File: src/rtl/snitch_hwloop_fetch_pkg.sv
// snitch_hwloop_fetch_pkg: shared state encoding and next-PC selection for the fetch stage
package snitch_hwloop_fetch_pkg;
  typedef enum logic [1:0] {IDLE, REQ, WAIT, HOLD} state_e;
  localparam logic [31:0] INSTR_BYTES = 32'd4;
  function automatic logic [31:0] next_pc(
    input logic        flush,
    input logic [31:0] fpc,
    input logic        redir,
    input logic [31:0] rpc,
    input logic        jmp,
    input logic [31:0] tpc,
    input logic [31:0] pc
  );
    logic [31:0] n;
    n = flush ? fpc : redir ? rpc : jmp ? tpc : pc + INSTR_BYTES;
    return {n[31:2], 2'b00};
  endfunction
endpackage

File: src/rtl/snitch_hwloop_fetch.sv
// snitch_hwloop_fetch: single-outstanding fetch FSM feeding decode and the hardware-loop controller
module snitch_hwloop_fetch
  import snitch_hwloop_fetch_pkg::*;
#(
  parameter logic [31:0] BOOT_ADDR = 32'h8000_0000
) (
  input  logic        clk_i,
  input  logic        rst_ni,
  input  logic        fetch_enable_i,
  output logic [31:0] inst_addr_o,
  output logic        inst_valid_o,
  input  logic        inst_ready_i,
  input  logic [31:0] inst_data_i,
  input  logic        inst_rvalid_i,
  output logic        dec_valid_o,
  input  logic        dec_ready_i,
  output logic [31:0] dec_inst_o,
  output logic [31:0] dec_pc_o,
  input  logic        redirect_valid_i,
  input  logic [31:0] redirect_pc_i,
  input  logic        flush_i,
  input  logic [31:0] flush_pc_i,
  output logic [31:0] hwloop_pc_o,
  output logic        hwloop_valid_o,
  input  logic        hwloop_jump_i,
  input  logic [31:0] hwloop_targ_addr_i
);
  state_e      state_q, state_d;
  logic [31:0] pc_q, pc_d, inst_q, inst_d, flush_pc_q, flush_pc_d;
  logic        flush_pending_q, flush_pending_d, fire;
  assign inst_valid_o   = state_q == REQ;
  assign inst_addr_o    = pc_q;
  assign dec_valid_o    = state_q == HOLD;
  assign dec_inst_o     = inst_q;
  assign dec_pc_o       = pc_q;
  assign hwloop_pc_o    = pc_q;
  assign fire           = dec_valid_o & dec_ready_i;
  assign hwloop_valid_o = fire & ~redirect_valid_i & ~flush_i;
  // Next-state: a flush seen while a request is in flight is parked until its response drains
  always_comb begin
    state_d         = state_q;
    pc_d            = pc_q;
    inst_d          = inst_q;
    flush_pending_d = flush_pending_q;
    flush_pc_d      = flush_pc_q;
    case (state_q)
      IDLE: begin
        if (flush_i) pc_d = next_pc(1'b1, flush_pc_i, 1'b0, 32'd0, 1'b0, 32'd0, pc_q);
        if (fetch_enable_i) state_d = REQ;
      end
      REQ: begin
        if (flush_i) begin
          flush_pending_d = 1'b1;
          flush_pc_d      = flush_pc_i;
        end
        if (inst_ready_i) state_d = WAIT;
      end
      WAIT: begin
        if (inst_rvalid_i && (flush_i || flush_pending_q)) begin
          pc_d            = next_pc(1'b1, flush_i ? flush_pc_i : flush_pc_q, 1'b0, 32'd0, 1'b0, 32'd0, pc_q);
          flush_pending_d = 1'b0;
          state_d         = fetch_enable_i ? REQ : IDLE;
        end else if (inst_rvalid_i) begin
          inst_d  = inst_data_i;
          state_d = HOLD;
        end else if (flush_i) begin
          flush_pending_d = 1'b1;
          flush_pc_d      = flush_pc_i;
        end
      end
      HOLD: begin
        if (flush_i || fire) begin
          pc_d    = next_pc(flush_i, flush_pc_i, redirect_valid_i, redirect_pc_i,
                            hwloop_jump_i, hwloop_targ_addr_i, pc_q);
          state_d = (flush_i || fetch_enable_i) ? REQ : IDLE;
        end
      end
      default: state_d = IDLE;
    endcase
  end
  // State and datapath registers
  always_ff @(posedge clk_i or negedge rst_ni) begin
    if (!rst_ni) begin
      state_q         <= IDLE;
      pc_q            <= {BOOT_ADDR[31:2], 2'b00};
      inst_q          <= '0;
      flush_pending_q <= 1'b0;
      flush_pc_q      <= '0;
    end else begin
      state_q         <= state_d;
      pc_q            <= pc_d;
      inst_q          <= inst_d;
      flush_pending_q <= flush_pending_d;
      flush_pc_q      <= flush_pc_d;
    end
  end
endmodule
File: config.mk
export PLATFORM = sky130hd
export DESIGN_NAME = snitch_hwloop_fetch
export DESIGN_NICKNAME = d
export VERILOG_FILES = /design/src/rtl/snitch_hwloop_fetch_pkg.sv /design/src/rtl/snitch_hwloop_fetch.sv
export SDC_FILE = /design/constraint.sdc
export NUM_CORES = 1
export LEC_CHECK = 0
export ABC_AREA = 1
export BUFFER_PORTS_ARGS = -buffer_cell sky130_fd_sc_hd__buf_2
export CAP_MARGIN = 30
export CORE_MARGIN = 5
export CORE_UTILIZATION = 32
export DETAILED_ROUTE_END_ITERATION = 8
export GPL_TIMING_DRIVEN = 0
export SYNTH_ARGS = -nofsm -noshare
export SYNTH_HDL_FRONTEND = slang
export SYNTH_SLANG_ARGS = --single-unit
File: constraint.sdc
create_clock -name clk_i -period 2.35 [get_ports clk_i]
set_clock_uncertainty 0.05 [all_clocks]
set_input_delay 0.235 -clock clk_i [delete_from_list [all_inputs] [get_ports clk_i]]
set_output_delay 0.235 -clock clk_i [all_outputs]
set_load 0.02 [all_outputs]
==> results of run 1 <==
==> synthesized netlist by cell type, types with 11 or more instances <==
cell	count	share of area, %
a21oi_1	70	5.2
a21oi_2	19	2.5
a221oi_2	19	4.2
buf_2	17	1.3
buf_4	66	7.3
clkbuf_1	20	1.1
dfrtp_1	94	35
inv_1	59	3.3
mux2_2	28	4.7
nand2_1	216	12
nand3_1	22	1.6
nor2_1	168	9.3
o21ai_0	37	2.7
o21ai_1	11	0.81
==> flip-flops by register name (all words and copies together) (netlist names) <==
name and count:
flush_pending_q 1, flush_pc_q 30, dec_pc_o 30, dec_inst_o 32
state_q 2
==> power by group <==
part           internal, W  switching [W]  total, W
Clock              0.00136       0.000641   0.00201
Sequential         0.00247       0.000882   0.00335
Combinational      0.00302        0.00454   0.00756
Total              0.00685        0.00606    0.0129
==> worst max-delay path by stage <==
stage                       startpoint                         end  slack [ps]  cells past startpoint
2_1_floorplan  dec_pc_o[2]$_DFFE_PN0P_    dec_pc_o[30]$_DFFE_PN0P_         530                     12
3_3_place_gp                    rst_ni  dec_inst_o[18]$_DFFE_PN0P_         -80                      1
3_5_place_dp   dec_pc_o[3]$_DFFE_PN0P_    dec_pc_o[22]$_DFFE_PN0P_         220                     12
4_1_cts        dec_pc_o[3]$_DFFE_PN0P_    dec_pc_o[30]$_DFFE_PN0P_         210                     12
5_1_grt        dec_pc_o[3]$_DFFE_PN0P_    dec_pc_o[30]$_DFFE_PN0P_           2                     12
6_report       dec_pc_o[3]$_DFFE_PN0P_    dec_pc_o[22]$_DFFE_PN0P_         180                     12
==> logic make-up (layout without fill, tap and decap cells) <==
group	Yosys count	after routing	synth area share (%)
simple gates	425	425	25.3
compound gates	181	181	18.3
buf+inv	179	450	14.7
flops	95	95	35.1
mux	32	32	5.32
xor+xnor	8	8	1.04
fa+ha+maj	1	1	0.185
other cells	1	6	0.0554
==> area by class of cell <==
type / count / area [sq um] / share of cell area, %
Buffer: 110 / 732 / 8.27
Clock buffer: 10 / 229 / 2.59
Clock inverter: 6 / 180 / 2.04
Inverter: 69 / 262 / 2.96
Multi-Input combinational cell: 653 / 3410 / 38.6
Sequential cell: 95 / 2380 / 26.9
Tap cell: 275 / 344 / 3.89
Timing Repair Buffer: 255 / 1310 / 14.8
==> layer usage <==
layer  vias to the layer above  routed length, um
met4                        10                373
li1                       3468                  -
met5                         -                 61
met2                       243              11600
met3                        31               1820
met1                      3155               9930
==> critical path, stage by stage (launching register included) <==
cell     delay (ps)
dfrtp_1         550
ha_1            250
nand2_1          90
nor2_2          190
nand2_2         160
nor2_4          230
nand2_1          70
nand2_1          60
nand3_1         100
nand2_1         110
nand2_1          60
nand2_1          80
a21oi_2          50
==> through the flow <==
step / setup TNS [ps] / area [sq um] / hold slack, ps / total power (W)
floorplan: 0 / 6790 / -111 / 0.00858
global placement: -7030 / 8400 / 396 / 0.0108
detailed placement: 0 / 8430 / 197 / 0.0110
CTS: 0 / 8850 / 26.5 / 0.0130
global route: 0 / 8850 / 31.9 / 0.0139
finish: 0 / 8850 / 45.4 / 0.0129
==> metrics.cfg, run 1 <==
[die]
dieArea_sq_um = 24200
io_pins = 268
die_h_um = 155
core_sq_um = 21000
initial_utilization_pct = 32.3
die_w_um = 155
row_count = 53

[worst_setup_path]
cp_data_arrival_time_ps = 2350
worstPathMaxFanout = 9
required_ps = 2530
endpoint_kind = flop
r2r-start = dec_pc_o[3]$_DFFE_PN0P_
worstReg2RegEnd = dec_pc_o[22]$_DFFE_PN0P_
reg2reg_depth = 12
startpoint_type = flop
path_class = reg2reg
reg2reg_slack_ps = 180

[global_routing]
grt_max_degree = 58
busiest_layer = met2
grt-ovfl-total = 0
grt_use_met3_pct = 4.31
grt_pass1_wl_mm = 36.3
grt_pass1_vias = 6718
grt_usage_pct = 19.1
gr-usage-met1_pct = 23.9
antenna_found_initial = 5
met2_usage_pct = 32.8

[timing]
finalSetupViolCount = 0
fin_crit_ps = 2170
rsz0062_at_grt = false
hold_viol = 0
post-route-period-util_pct = 92.2
slew_headroom_pct = 60.6
worstMarginPinSlew_ps = 590
fmax_mhz = 462
fin_ws_ps = 184
drv_slew = 0

[placed_design]
place_ws_ps = 219
hpwl_mm = 19.4
dp.cells = 1456
io_buffers = 253
gp_congestion = 0.932

[clock_network]
post_cts_buffers = 0
cts.clk_slew.worst_paths_ps = 70
cts_max_path_buffers = 2
cts_tree = done
cts_hold_buf = 1
numCtsBuffers = 9
clkLatencyLatePin_ps = 350
cts-root-buf = clkbuf_16
htreeDepth = 3
cts_resized = 0
numClockSinks = 95

[worst_hold_path]
worstHoldStart = inst_data_i[17]
worstHoldPathCells = 2
hold_path_class = in2reg
hold_end = dec_inst_o[17]$_DFFE_PN0P_

[synthesis]
synth.distinct_cells = 46
syn_area_sq_um = 6770
ys_ff_latch = 95
seq_area_frac_synth_pct = 35.1
async_reset_ff_share_pct = 100
synth-main-ff-cell = dfrtp_1
synth.avg_cell_area_sq_um = 7.34
synth_edf_count = 0
yosysWarningCount = 0
syn_inst = 922

[detailed_routing]
drt_iter0_markers = 300
wl_mm = 23.8
drc = 0
vias_per_cell = 4.69
vias = 6907
first_pass_iters = 5
antenna_left = 0
routedWlPerCell_um = 16.2

[finish]
antenna_cells = 0
drive_above_1_share_pct = 37.1
final_util_pct = 42.2
nNetsFinal = 1331
layout_commonest_cell = buf_2
final-instance-count-excl-fill = 1473
mostFrequentLayoutCells = buf_2, nand2_1, nor2_1
area_growth_pct = 30.7
nFillCells = 2198

[status]
status = completed

[power_and_ir_drop]
pwr_density_cell_nw_per_um2 = 1460
ir_drop_mv = 0.510
leakagePower_nw = 4.47

[flow_run]
drv_cap = 0

(Power assumes the default switching activity.)
==> run 2, diff against run 1 <==
--- a/config.mk
+++ b/config.mk
@@ -12,6 +12,7 @@
 export CORE_UTILIZATION = 32
 export DETAILED_ROUTE_END_ITERATION = 8
 export GPL_TIMING_DRIVEN = 0
+export PLACE_DENSITY = 0.67
 export SYNTH_ARGS = -nofsm -noshare
 export SYNTH_HDL_FRONTEND = slang
 export SYNTH_SLANG_ARGS = --single-unit
==> metrics.cfg, run 2 (same netlist as run 1, synthesis figures left out) <==
[global_routing]
antenna_found_initial = 9
grt_usage_pct = 18.9
grt_max_degree = 52
grt_pass1_wl_mm = 35.9
grt_pass1_vias = 6648
grt-ovfl-total = 0

[finish]
final_util_pct = 41.9
largest_reg_flops = 32
area_growth_pct = 29.6
mostFrequentLayoutCells = buf_2, nand2_1, nor2_1
nNetsFinal = 1331
nFillCells = 2169
layout_commonest_cell = buf_2
drive_above_1_share_pct = 37.2

[power_and_ir_drop]
internal-power_w = 0.00648
p_sw_w = 0.00610
swShare_pct = 48.5
ir_drop_mv = 0.491
clockPowerShare_pct = 13.1
pwr_density_cell_nw_per_um2 = 1430
power.total_w = 0.0126
comb_power_share_pct = 60.4
pwr-share-seq_pct = 26.5
leakagePower_nw = 4.43

[worst_hold_path]
worstHoldStart = inst_data_i[12]
hold_path_class = in2reg

[timing]
rsz0062_at_grt = false
worstMarginPinSlew_ps = 646
finalSetupViolCount = 0
fin_ws_ps = 228
slew_headroom_pct = 56.9
fin_crit_ps = 2120
fmax_mhz = 471
fin_hold_ws_ps = 43.9
post-route-period-util_pct = 90.3
drv_slew = 0
hold_viol = 0

[clock_network]
post_cts_buffers = 0
numCtsBuffers = 9
cts-root-buf = clkbuf_16
cts_resized = 0
numClockSinks = 95
cts.clk_slew.worst_paths_ps = 70
cts_hold_buf = 1
htreeDepth = 3
cts_max_path_buffers = 2
clkLatencyLatePin_ps = 350
cts_tree = done

[worst_setup_path]
startpoint_type = flop
required_ps = 2590
endpoint_kind = flop
worstPathMaxFanout = 9
crit_start = dec_pc_o[2]$_DFFE_PN0P_
r2r-start = dec_pc_o[2]$_DFFE_PN0P_
cp_data_arrival_time_ps = 2360
path_class = reg2reg

[die]
die_w_um = 155
die_h_um = 155
io_pins = 268
core_sq_um = 21000
initial_utilization_pct = 32.3
dieArea_sq_um = 24200
row_count = 53

[placed_design]
place_ws_ps = 254
hpwl_mm = 19.2
gp_congestion = 0.952
io_buffers = 253

[detailed_routing]
drc = 0
first_pass_iters = 5
vias = 6997
routedWlPerCell_um = 16.2
vias_per_cell = 4.75
drt_iter0_markers = 483
wl_mm = 23.8
antenna_left = 0

[status]
status = completed

[flow_run]
drv_cap = 0

==> run 2: cell count changes in the layout (fill, tap and decap cells not counted) <==
cell        change
bufinv_16       -4
clkbuf_1        -1
clkbuf_8        +2
clkinv_2        +1
clkinvlp_4      +2
diode_2         +1
==> run 2: metrics by stage <==
stage	std cells	TNS (ps)	area [sq um]
after floorplan	927	0	6790
after global placement	1455	-6130	8400
after detailed placement	1456	0	8430
after CTS	1473	0	8770
after global routing	1473	0	8770
final	1474	0	8770
==> run 2: worst paths after layout <==
kind | cells after the start | slack, ps | to
worst max-delay path | 13 | 230 | dec_pc_o[30]$_DFFE_PN0P_
worst min-delay path | 2 | 40 | dec_inst_o[12]$_DFFE_PN0P_
worst max register to register | 13 | 230 | dec_pc_o[30]$_DFFE_PN0P_
worst min register to register | 1 | 440 | dec_inst_o[12]$_DFFE_PN0P_
max in group asynchronous | 3 | 1160 | dec_inst_o[29]$_DFFE_PN0P_
min in group asynchronous | 2 | 400 | dec_pc_o[23]$_DFFE_PN0P_
==> run 2: cell type report <==
cell class | instances | area, sq um | area share, %
Tap cell | 275 | 344 | 3.92
Clock buffer | 11 | 253 | 2.88
Antenna cell | 1 | 2.50 | 0.0285
Timing Repair Buffer | 255 | 1310 | 14.9
Buffer | 110 | 732 | 8.34
Inverter | 69 | 262 | 2.98
Clock inverter | 5 | 80.1 | 0.913
Multi-Input combinational cell | 653 | 3410 | 38.9
Sequential cell | 95 | 2380 | 27.1
==> run 2: per-layer routing <==
| layer | up-vias | share of wire [%] | wire (um) | global-route usage (%) |
|---|---|---|---|---|
| met4 | 16 | 2.7 | 648 | 6.50 |
| met3 | 50 | 9.4 | 2240 | 5.56 |
| met1 | 3146 | 40 | 9510 | 23.6 |
| met5 | - | 0.39 | 92 | 0 |
| li1 | 3467 | - | - | - |
| met2 | 318 | 48 | 11300 | 31.2 |
==> run 2: power by group through the flow <==
stage                     Clock, W  Combinational, W  Sequential [W]
after CTS                  0.00169           0.00760         0.00334
after floorplan                  0           0.00483         0.00375
after global routing       0.00177           0.00825         0.00348
final                      0.00165           0.00760         0.00333
after detailed placement         0           0.00757         0.00336
after global placement           0           0.00747         0.00332
==> run 2: critical path, stage by stage, from the launching register on <==
cell and delay (ps):
dfrtp_1 530, ha_1 240, nand2_1 90, nor2_2 190, nand2_2 150, nor2_4 230, nand2_1 80, nand2_1 60
nand2_1 50, nand2_1 60, nand2_1 80, nand2_1 70, nand2_1 60, a21oi_2 120
==> run 3, diff against run 2 <==
--- a/config.mk
+++ b/config.mk
@@ -6,6 +6,7 @@
 export NUM_CORES = 1
 export LEC_CHECK = 0
 export ABC_AREA = 1
+export ABC_CLOCK_PERIOD_IN_PS = 2350
 export BUFFER_PORTS_ARGS = -buffer_cell sky130_fd_sc_hd__buf_2
 export CAP_MARGIN = 30
 export CORE_MARGIN = 5
==> constraint.sdc (replaced) <==
create_clock -name clk_i -period 2.35 [get_ports clk_i]
set_clock_uncertainty 0.05 [all_clocks]
set_input_delay 0.47 -clock clk_i [delete_from_list [all_inputs] [get_ports clk_i]]
set_output_delay 0.47 -clock clk_i [all_outputs]
set_load 0.02 [all_outputs]
==> metrics.cfg, run 3 (same netlist as run 1, synthesis figures left out) <==
[clock_network]
htreeDepth = 3
cts-root-buf = clkbuf_16
cts_resized = 0
numClockSinks = 95
cts.clk_slew.worst_paths_ps = 70
cts_tree = done
cts_max_path_buffers = 2
post_cts_buffers = 0
clkLatencyLatePin_ps = 350
numCtsBuffers = 9
cts_hold_buf = 0

[power_and_ir_drop]
swShare_pct = 48.5
pwr-share-seq_pct = 26.5
comb_power_share_pct = 60.3
clockPowerShare_pct = 13.2
p_sw_w = 0.00611
ir_drop_mv = 0.492
pwr_density_cell_nw_per_um2 = 1440
internal-power_w = 0.00648
power.total_w = 0.0126
leakagePower_nw = 4.43

[global_routing]
grt_pass1_vias = 6646
grt-ovfl-total = 0
grt_usage_pct = 18.9
antenna_found_initial = 9
grt_pass1_wl_mm = 35.9
grt_max_degree = 52

[finish]
final-instance-count-excl-fill = 1472
fin_area_sq_um = 8760
area_growth_pct = 29.4
nFillCells = 2170
nNetsFinal = 1330
drive_above_1_share_pct = 37.3
largest_reg_flops = 32
antenna_cells = 0
mostFrequentLayoutCells = buf_2, nand2_1, nor2_1
final_util_pct = 41.8
layout_commonest_cell = buf_2

[worst_setup_path]
timing.critical_path.mode_cell = nand2_1
path_cells = ha_1, nand2_1, nor2_2, nand2_2, nor2_4, nand2_1, nand2_1, nand2_1, nand2_1, nand2_1, nand2_1, nand2_1, a21oi_2
slowest_stage = dfrtp_1
endpoint_kind = flop
critPathMaxStageDelay_ps = 540
reg2reg_slack_ps = 210
worstPathMaxFanout = 9
crit_family = simple AND/OR/NAND/NOR gates
crit_buf_inv = 0
required_ps = 2590
path_class = reg2reg
startpoint_type = flop
cp_data_arrival_time_ps = 2370

[timing]
fmax_mhz = 468
post-route-period-util_pct = 90.9
fin_crit_ps = 2140
worstMarginPinSlew_ps = 638
rsz0062_at_grt = false
slew_headroom_pct = 57.5
finalSetupViolCount = 0
drv_slew = 0
hold_viol = 0

[detailed_routing]
wl_mm = 23.8
drc = 0
first_pass_iters = 5
vias_per_cell = 4.76
routedWlPerCell_um = 16.2
drt_iter0_markers = 492
vias = 7006
antenna_left = 0

[placed_design]
io_buffers = 253
placed_cell_area_sq_um = 8430
gp_congestion = 0.952
dp.cells = 1456
hpwl_mm = 19.2

[die]
die_w_um = 155
initial_utilization_pct = 32.3
dieArea_sq_um = 24200
row_count = 53
io_pins = 268
core_sq_um = 21000
die_h_um = 155

[worst_hold_path]
hold_path_class = in2async

[flow_run]
drv_cap = 0

[status]
status = completed

-- run 3: cell count changes in the layout (fill, tap and decap cells not counted), sizes merged --
cell,delta
diode,-1
dlygate4sd3,-1
-- run 3: worst reg2reg max path, delay by kind of cell (launching register included) --
kind | cells | cell delay (ps)
compound gates | 1 | 120
flops | 1 | 540
fa+ha+maj | 1 | 240
simple gates | 11 | 1120
-- run 3: worst paths after layout --
kind                                             from                         end  depth (start not counted)
max                           dec_pc_o[2]$_DFFE_PN0P_    dec_pc_o[30]$_DFFE_PN0P_                         13
min                                            rst_ni    dec_pc_o[23]$_DFFE_PN0P_                          1
max reg2reg                   dec_pc_o[2]$_DFFE_PN0P_    dec_pc_o[30]$_DFFE_PN0P_                         13
min reg2reg                dec_inst_o[12]$_DFFE_PN0P_  dec_inst_o[12]$_DFFE_PN0P_                          1
max in group asynchronous                      rst_ni  dec_inst_o[29]$_DFFE_PN0P_                          2
min in group clk_i                    inst_data_i[12]  dec_inst_o[12]$_DFFE_PN0P_                          2
-- run 3: routing by layer --
layer / global-route usage (%) / share of wire (%)
met5: 0 / 0.50
met3: 5.56 / 8.5
met4: 6.50 / 2.8
met2: 31.2 / 47
met1: 23.6 / 41
-- run 3: power groups by stage --
| stage | clock (W) | combinational, W | sequential, W |
|---|---|---|---|
| 2_1_floorplan | 0 | 0.00483 | 0.00375 |
| 3_3_place_gp | 0 | 0.00747 | 0.00332 |
| 3_5_place_dp | 0 | 0.00757 | 0.00336 |
| 4_1_cts | 0.00169 | 0.00760 | 0.00334 |
| 5_1_grt | 0.00177 | 0.00825 | 0.00348 |
| 6_report | 0.00166 | 0.00759 | 0.00333 |
-- run 3: cell type report --
type                    count  area (sq um)  share of cell area, %
multi-input cells         653          3410                   39.0
flip-flops and latches     95          2380                   27.2
repair buffers            254          1300                   14.8
plain buffers             110           732                   8.36
well taps                 275           344                   3.93
inverters                  69           262                   2.99
clock buffers              11           253                   2.89
clock inverters             5          80.1                  0.914
-- run 3: stage by stage --
step	setup WS [ps]	setup TNS, ps	hold WS, ps
after floorplan	527	0	124
after global placement	-307	-28220	420
after detailed placement	224	0	430
after CTS	236	0	103
after global routing	42.4	0	127
final	214	0	78.5
